File: config.mk
export PLATFORM = sky130hd
export DESIGN_NAME = core2_op_dispatcher
export DESIGN_NICKNAME = d
export VERILOG_FILES = /design/src/rtl/core2_pkg.sv /design/src/rtl/core2_credit_counter.sv /design/src/rtl/core2_op_dispatcher.sv
export SDC_FILE = /design/constraint.sdc
export NUM_CORES = 1
export LEC_CHECK = 0
export CORE_ASPECT_RATIO = 1.25
export CORE_MARGIN = 5
export CORE_UTILIZATION = 35
export CTS_CLUSTER_DIAMETER = 40
export CTS_CLUSTER_SIZE = 10
export DETAILED_ROUTE_END_ITERATION = 8
export PLACE_DENSITY = 0.66
export SETUP_SLACK_MARGIN = 0.3
export SYNTH_ARGS = -nofsm -noshare
export SYNTH_HDL_FRONTEND = slang
export SYNTH_SLANG_ARGS = --single-unit
File: constraint.sdc
create_clock -name clk -period 1.95 [get_ports clk]
set_input_delay 0.2925 -clock clk [delete_from_list [all_inputs] [get_ports clk]]
set_output_delay 0.2925 -clock clk [all_outputs]
set_load 0.005 [all_outputs]
File: src/rtl/core2_pkg.sv
// core2_pkg: shared widths, opcodes, request-register encoding and command-word packing
package core2_pkg;
  localparam int OP_W  = 3;
  localparam int CMD_W = 4;
  typedef enum logic [OP_W-1:0] {
    OP_ADD     = 3'b000,
    OP_SUB     = 3'b001,
    OP_MUL     = 3'b010,
    OP_XOR     = 3'b011,
    OP_ILLEGAL = 3'b111
  } op_e;
  localparam logic [0:0] ST_EMPTY = 1'b0;
  localparam logic [0:0] ST_HELD  = 1'b1;
  function automatic logic [CMD_W-1:0] pack_cmd(input logic [OP_W-1:0] op);
    return {1'b0, op};
  endfunction
endpackage

File: src/rtl/core2_credit_counter.sv
// core2_credit_counter: tracks ops in flight, flags a result pop with nothing outstanding
module core2_credit_counter #(
  parameter int MAX_OUTSTANDING = 8,
  parameter int CNT_W           = 4
) (
  input  logic             clk,
  input  logic             rst_n,
  input  logic             inc,
  input  logic             dec,
  output logic [CNT_W-1:0] outstanding,
  output logic             credit_avail,
  output logic             err_underflow
);
  logic uf, dn;
  assign uf = dec && outstanding == '0;
  assign dn = dec && !uf;
  assign credit_avail = outstanding < CNT_W'(MAX_OUTSTANDING);
  always_ff @(posedge clk or negedge rst_n) begin
    if (!rst_n) begin
      outstanding   <= '0;
      err_underflow <= 1'b0;
    end else begin
      outstanding <= outstanding + CNT_W'(inc) - CNT_W'(dn);
      if (uf) err_underflow <= 1'b1;
    end
  end
endmodule

File: src/rtl/core2_op_dispatcher.sv
// core2_op_dispatcher: feeds Core2 input/command FIFOs in lockstep under output-FIFO credits
// Optional CORE2_DISP_ILLEGAL_OP_EN: drop opcode 3'b111 and flag it on err_illegal_op.
module core2_op_dispatcher
  import core2_pkg::*;
#(
  parameter int DATA_W          = 128,
  parameter int MAX_OUTSTANDING = 8,
  parameter int CNT_W           = 4
) (
  input  logic              clk,
  input  logic              rst_n,
  input  logic              s_valid,
  output logic              s_ready,
  input  logic [DATA_W-1:0] s_a,
  input  logic [DATA_W-1:0] s_b,
  input  logic [OP_W-1:0]   s_op,
  output logic              wr_en_inp,
  output logic [DATA_W-1:0] data_a,
  output logic [DATA_W-1:0] data_b,
  input  logic              in_busy_inp,
  output logic              wr_en_cmd,
  output logic [CMD_W-1:0]  data_cmd,
  input  logic              in_busy_cmd,
  input  logic              res_pop,
  output logic [CNT_W-1:0]  outstanding,
  output logic              idle,
`ifdef CORE2_DISP_ILLEGAL_OP_EN
  output logic              err_illegal_op,
`endif
  output logic              err_underflow
);
  logic [0:0]        state;
  logic [DATA_W-1:0] hold_a, hold_b;
  logic [OP_W-1:0]   hold_op;
  logic              credit_avail, issue, drop, take, wr_en;
`ifdef CORE2_DISP_ILLEGAL_OP_EN
  assign drop = state == ST_HELD && hold_op == OP_ILLEGAL;
`else
  assign drop = 1'b0;
`endif
  assign issue = state == ST_HELD && !drop && !in_busy_inp && !in_busy_cmd && credit_avail;
  assign s_ready = state == ST_EMPTY || issue || drop;
  assign take = s_valid && s_ready;
  assign idle = state == ST_EMPTY && outstanding == '0;
  // one register drives both strobes so the FIFOs can never skew
  assign wr_en_inp = wr_en;
  assign wr_en_cmd = wr_en;
  always_ff @(posedge clk or negedge rst_n) begin
    if (!rst_n) begin
      state    <= ST_EMPTY;
      hold_a   <= '0;
      hold_b   <= '0;
      hold_op  <= '0;
      wr_en    <= 1'b0;
      data_a   <= '0;
      data_b   <= '0;
      data_cmd <= '0;
    end else begin
      if (take) begin
        hold_a  <= s_a;
        hold_b  <= s_b;
        hold_op <= s_op;
      end
      state <= take ? ST_HELD : (issue || drop) ? ST_EMPTY : state;
      wr_en <= issue;
      if (issue) begin
        data_a   <= hold_a;
        data_b   <= hold_b;
        data_cmd <= pack_cmd(hold_op);
      end
    end
  end
`ifdef CORE2_DISP_ILLEGAL_OP_EN
  always_ff @(posedge clk or negedge rst_n) begin
    if (!rst_n) err_illegal_op <= 1'b0;
    else if (drop) err_illegal_op <= 1'b1;
  end
`endif
  core2_credit_counter #(
    .MAX_OUTSTANDING(MAX_OUTSTANDING),
    .CNT_W          (CNT_W)
  ) u_credit (
    .clk          (clk),
    .rst_n        (rst_n),
    .inc          (issue),
    .dec          (res_pop),
    .outstanding  (outstanding),
    .credit_avail (credit_avail),
    .err_underflow(err_underflow)
  );
endmodule

# ---- Yosys cells after proc, flatten, opt, wreduce, memory -nomap -nowiden
# Cells that the tools add are included.
dict set report classes {
  bitwise_logic 1
  add_sub_neg 2
  mux 2
  magnitude_cmp 1
  reduce_logical 13
}
# cell count
set ops {}
lappend ops {{1-bit logical AND} 7}
lappend ops {{4-bit by 1-bit adder with 4-bit output} 1}
lappend ops {{4-bit logical NOT} 1}
lappend ops {{4-bit less-than comparator (second input constant)} 1}
lappend ops {{4-bit by 1-bit subtractor with 4-bit output} 1}
lappend ops {{1-bit logical NOT} 3}
lappend ops {{1-bit two-way mux} 2}
lappend ops {{2-bit nonzero test} 1}
lappend ops {{1-bit logical OR} 1}
lappend ops {{1-bit NOT} 1}
dict set report word_totals {
  output_inout_bits 269
  elab_cells 29
  register_bits 525
  inputBits 265
}

# ---- Longest topological paths before layout
# Gate-level depths: netlist of run 1.
dict set report logic_depth {
  ltp_word 7
  mapped_depth 10
}

# ---- By module
# A second synthesis of run 1 with hierarchy kept.
dict set report unflattened {
  hier_cells 1677
  area_unflattened_um2 19645.1
}
# mod seq_area_each_um2 cells_per_inst area_each_um2 n_inst
set by_module_without_submodules {}
lappend by_module_without_submodules {core2_op_dispatcher 13012.5 1651 19352.3 1}
lappend by_module_without_submodules {core2_credit_counter 125.1 26 292.8 1}

# ---- Worst setup path after synthesis of run 1
# OpenSTA, ideal clock, no wires.
dict set report synth_timing {
  kind {register to register}
  startpoint {register u_credit.outstanding[3]}
  endpoint {register u_credit.outstanding[2]}
  setup_slack_ns -0.040
  t_required_ns 1.827
  path_stages_with_launch 10
  arrival_time_ns 1.868
  synth_period_minus_slack_ns 1.990
  cell_sequence {dfrtp_1 -> nor3_1 -> nand2_2 -> inv_2 -> buf_6 -> buf_6 -> ha_1 -> inv_1 -> fa_1 -> xnor2_1}
}
dict set report synth_between {
  word_cells_on_any_way 8
}
# item line
set synth_lines {}
lappend synth_lines {{from (decl)} core2_credit_counter.sv:10} ;# output logic [CNT_W-1:0] outstanding,
lappend synth_lines {{from (signal assigned)} core2_credit_counter.sv:23} ;# outstanding <= outstanding + CNT_W'(inc) - CNT_W'(dn);
lappend synth_lines {{4-bit less-than comparator} core2_credit_counter.sv:17} ;# assign credit_avail = outstanding < CNT_W'(MAX_OUTSTANDING);
lappend synth_lines {{1-bit logical AND} core2_op_dispatcher.sv:41} ;# assign issue = state == ST_HELD && !drop && !in_busy_inp && !in_busy_cmd && credit_avail;
lappend synth_lines {{net issue} core2_op_dispatcher.sv:35} ;# logic credit_avail, issue, drop, take, wr_en;
lappend synth_lines {{4-bit by 1-bit adder with 4-bit output} core2_credit_counter.sv:23}
lappend synth_lines {{4-bit by 1-bit subtractor with 4-bit output} core2_credit_counter.sv:23}
# The timed path passes the listed nets, and every way through them passes these cells.
# A chain may end at the register's enable or synchronous reset.

# ---- Worst setup path in the final report of run 1
dict set report layout_timing {
  startpoint {register u_credit.outstanding[3]}
  endpoint {register u_credit.outstanding[1]}
}
dict set report layout_between {
  elab_chain_len 5
  word_cells_on_any_way 8
}
# item line
set layout_lines {}
lappend layout_lines {{branches (longest 4 deep; another with 4-bit less-than comparator)} --}
lappend layout_lines {{4-bit by 1-bit subtractor with 4-bit output (*)} core2_credit_counter.sv:23}
# Every way passes the cells marked *.

==> results.py, run 1 <==
metrics = {
    "routing": {
        "routed_wirelength_um": 62000,
        "vias": 12500,
        "wire_per_inst_um": 23.3,
        "first_pass_iters": 4,
        "initialDrtViolationCount": 473,
        "drc": 0,
        "viasPerCell": 4.72,
        "drt.antenna.violating_nets": 0,
    },
    "timing": {
        "fin_ws_ns": -0.0937,
        "period_share": 1.05,
        "tightest_slew_ns": 1.04,
        "fin_tns_setup_ns": -5.16,
        "max_freq_mhz": 489,
        "max-slew-margin-rel": 0.310,
        "slew_violations": 0,
        "setup_viol": 193,
        "hold_viol": 0,
        "fin_skew_ns": 0.0143,
        "finalCriticalPeriod_ns": 2.04,
        "rsz0062_at_grt": "true",
    },
    "synthesis": {
        "synth_top_area_cell": "dfrtp_1",
        "synthArstFlopShare": 1.00,
        "synth_area_leaders": "dfrtp_1 67%, mux2_2 29%, buf_6 2.3%, mux2_1 0.51%, buf_2 0.35%",
        "ys_types": 21,
        "synth_edf_count": 0,
        "yosys.area.top_type_share": 0.666,
        "netlist_area_um2": 19700,
        "syn_avg_cell_area_um2": 17.5,
        "synth_nets": 1400,
        "ys_seq_area_frac": 0.666,
        "synth_cells": 1129,
        "synth_flop_cell": "dfrtp_1",
        "synth_seq_cells": 525,
        "synth.yosys.warnings": 0,
    },
    "setup_path": {
        "cp_common_cell": "inv_2",
        "worstSetupPathType": "reg -> reg",
        "crit_required_ns": 2.43,
        "crit_chain": "inv_2 -> ha_4 -> and3_4 -> nor2b_2 -> ha_1 -> inv_2 -> ha_4 -> inv_2 -> fa_2 -> inv_1",
        "max_stage_delay_ns": 0.50,
        "start_kind": "flip-flop",
        "crit_fanout": 2,
        "crit_family": "adder cells",
        "cp.buffers_inverters": 4,
        "crit_slowest_cell": "fa_2",
        "critPathArrivalTime_ns": 2.52,
        "end_kind": "flip-flop",
    },
    "floorplan": {
        "ios": 534,
        "die_area_um2": 61300,
        "rows": 97,
        "core_um2": 55900,
        "start_util": 0.353,
        "chipHeight_um": 276,
        "die_width_um": 222,
    },
    "final_layout": {
        "layout_commonest_cell": "dfrtp_1",
        "finalNetCount": 2146,
        "design_area_um2": 32200,
        "final_core_util": 0.576,
        "final_cell_mix": "525 x dfrtp_1, 326 x clkdlybuf4s50_1, 286 x mux2_2",
        "drive_gt1_frac": 0.440,
        "fillers": 4264,
        "area_growth_syn_to_layout_pct": 63.1,
    },
    "power_and_ir_drop": {
        "swShare": 0.275,
        "powerDensity_nw_per_um2": 1550,
        "p_leak_nw": 15.4,
        "power.internal_mw": 36.3,
        "p_comb_frac": 0.365,
        "seqPwrFrac": 0.393,
        "p_switching_mw": 13.8,
        "finalPower_mw": 50.1,
        "clkPwrFrac": 0.241,
        "vdd_drop_max_mv": 1.02,
    },
    "global_routing": {
        "grt_first_pass_wirelength_um": 86100,
        "gr-total-overflow": 0,
        "grt_start_max_net_pins": 81,
        "track_usage": 0.182,
        "grt_pass1_vias": 14000,
        "antenna_found_initial": 6,
    },
    "clocking": {
        "cts_buffers": 71,
        "clk_latency_ns": 0.60,
        "cts.path.max_buffers": 3,
        "h-tree-depth": 3,
        "cts_root_buf": "clkbuf_16",
        "cts_tree": "built",
        "cts.sinks": 525,
        "clkTransAtPathRegs_ns": 0.05,
    },
    "placement": {
        "port_buffers": 532,
        "dp_hpwl_um": 37400,
        "gp_congestion": 0.795,
        "pre_cts_slack_ns": -0.222,
        "place_area_um2": 26200,
    },
    "flow_run": {
        "cap_violations": 0,
    },
    "run_status": {
        "violations": "negative setup slack",
        "status": "complete, but fails checks",
    },
    "worst_hold_path": {
        "hp-class": "in -> async",
    },
}
[repair_timing]
| action | in CTS | in global routing |
|---|---|---|
| gates resized for setup | 337 | 284 |
| pin swaps | 6 | 7 |
| hold buffers | 1 | 0 |
| gates cloned | 29 | 29 |
| setup endpoints to repair | 759 | 700 |
| endpoints found under the hold margin | 193 | 0 |
| setup buffers | 44 | 25 |
[worst register-to-register path: cells and delay by family (launching register included)]
| family | cells | cell delay (ns) |
|---|---|---|
| adder cells (fa/ha/maj) | 4 | 1.08 |
| buffers and inverters | 4 | 0.24 |
| flip-flops | 1 | 0.40 |
| AND/OR/NAND/NOR | 2 | 0.23 |
[metal layers]
metal,GRT usage,vias up,wire length [µm]
li1,-,5492,-
met1,0.207,6505,23300
met2,0.315,437,31900
met3,0.0712,102,5070
met4,0.0608,2,1690
met5,0,-,17
[state kept, by name, indices dropped and copies added, names as in the netlist, 3 cells and up]
| register | flops |
|---|---|
| hold_b | 128 |
| data_cmd | 3 |
| hold_a | 128 |
| data_a | 128 |
| data_b | 128 |
| u_credit.outstanding | 4 |
| hold_op | 3 |
[power groups by stage]
stage	clock network (mW)	logic, mW	registers (mW)
floorplan	0	6.48	18.9
global placement	0	14.5	19.3
detailed placement	0	14.9	19.6
CTS	12.4	16.9	19.6
global route	12.9	19.4	20.3
finish	12.1	18.3	19.7
[area by class of cell]
class	instances	area, µm²	share of cell area
clock buffers	85	1920	0.0597
inverters	9	41.3	0.00128
diodes	5	12.5	0.000389
clock inverters	23	240	0.00746
well taps	742	928	0.0288
multi-input cells	545	7120	0.221
flip-flops and latches	525	13100	0.408
repair buffers	723	8810	0.273
[cell families after synthesis]
family                     Yosys count  share of synthesized area
muxes                              518                      0.296
AOI/OAI and AO/OA                    4                    0.00209
other                                1                   0.000190
DFF                                525                      0.666
buffers and inverters               66                     0.0294
xor gates and xnor gates             2                   0.000888
and+or+nand+nor                      7                    0.00216
adders and majority gates            6                    0.00418
[final timing paths]
kind                                    startpoint  cells past startpoint  slack, ns                       to
hold reg to reg             u_credit.err_underflow                      1       0.48   u_credit.err_underflow
setup reg to reg           u_credit.outstanding[3]                     10      -0.09  u_credit.outstanding[1]
hold / removal                               rst_n                      2       0.17               data_a[17]
setup / recovery           u_credit.outstanding[3]                     10      -0.09  u_credit.outstanding[1]
max in group asynchronous                    rst_n                      3       0.77              data_a[116]
min in group clk                           s_b[16]                      2       0.31               hold_b[16]
[synth_stat cells, types with 2 or more instances]
cell type and count:
buf_6 41, dfrtp_1 525, inv_1 8, nor2b_1 2, buf_2 14, nand2_2 2, mux2_2 509, ha_1 5
a21o_1 2, buf_4 2, mux2_1 9
[per-stage QoR]
step,std cells,hold WS (ns)
2_1_floorplan,1129,-0.00309
3_3_place_gp,2416,0.189
3_5_place_dp,2416,0.187
4_1_cts,2598,0.135
5_1_grt,2656,0.152
6_report,2657,0.171
Power figures use the tool's default switching activity.
==> inputs of run 2 (changes only) <==
--- a/config.mk
+++ b/config.mk
@@ -5,6 +5,7 @@
 export SDC_FILE = /design/constraint.sdc
 export NUM_CORES = 1
 export LEC_CHECK = 0
+export ABC_CLOCK_PERIOD_IN_PS = 1950
 export CORE_ASPECT_RATIO = 1.25
 export CORE_MARGIN = 5
 export CORE_UTILIZATION = 35
==> results of run 2 <==
Final layout, timing and power as in run 1 (identical DEF).
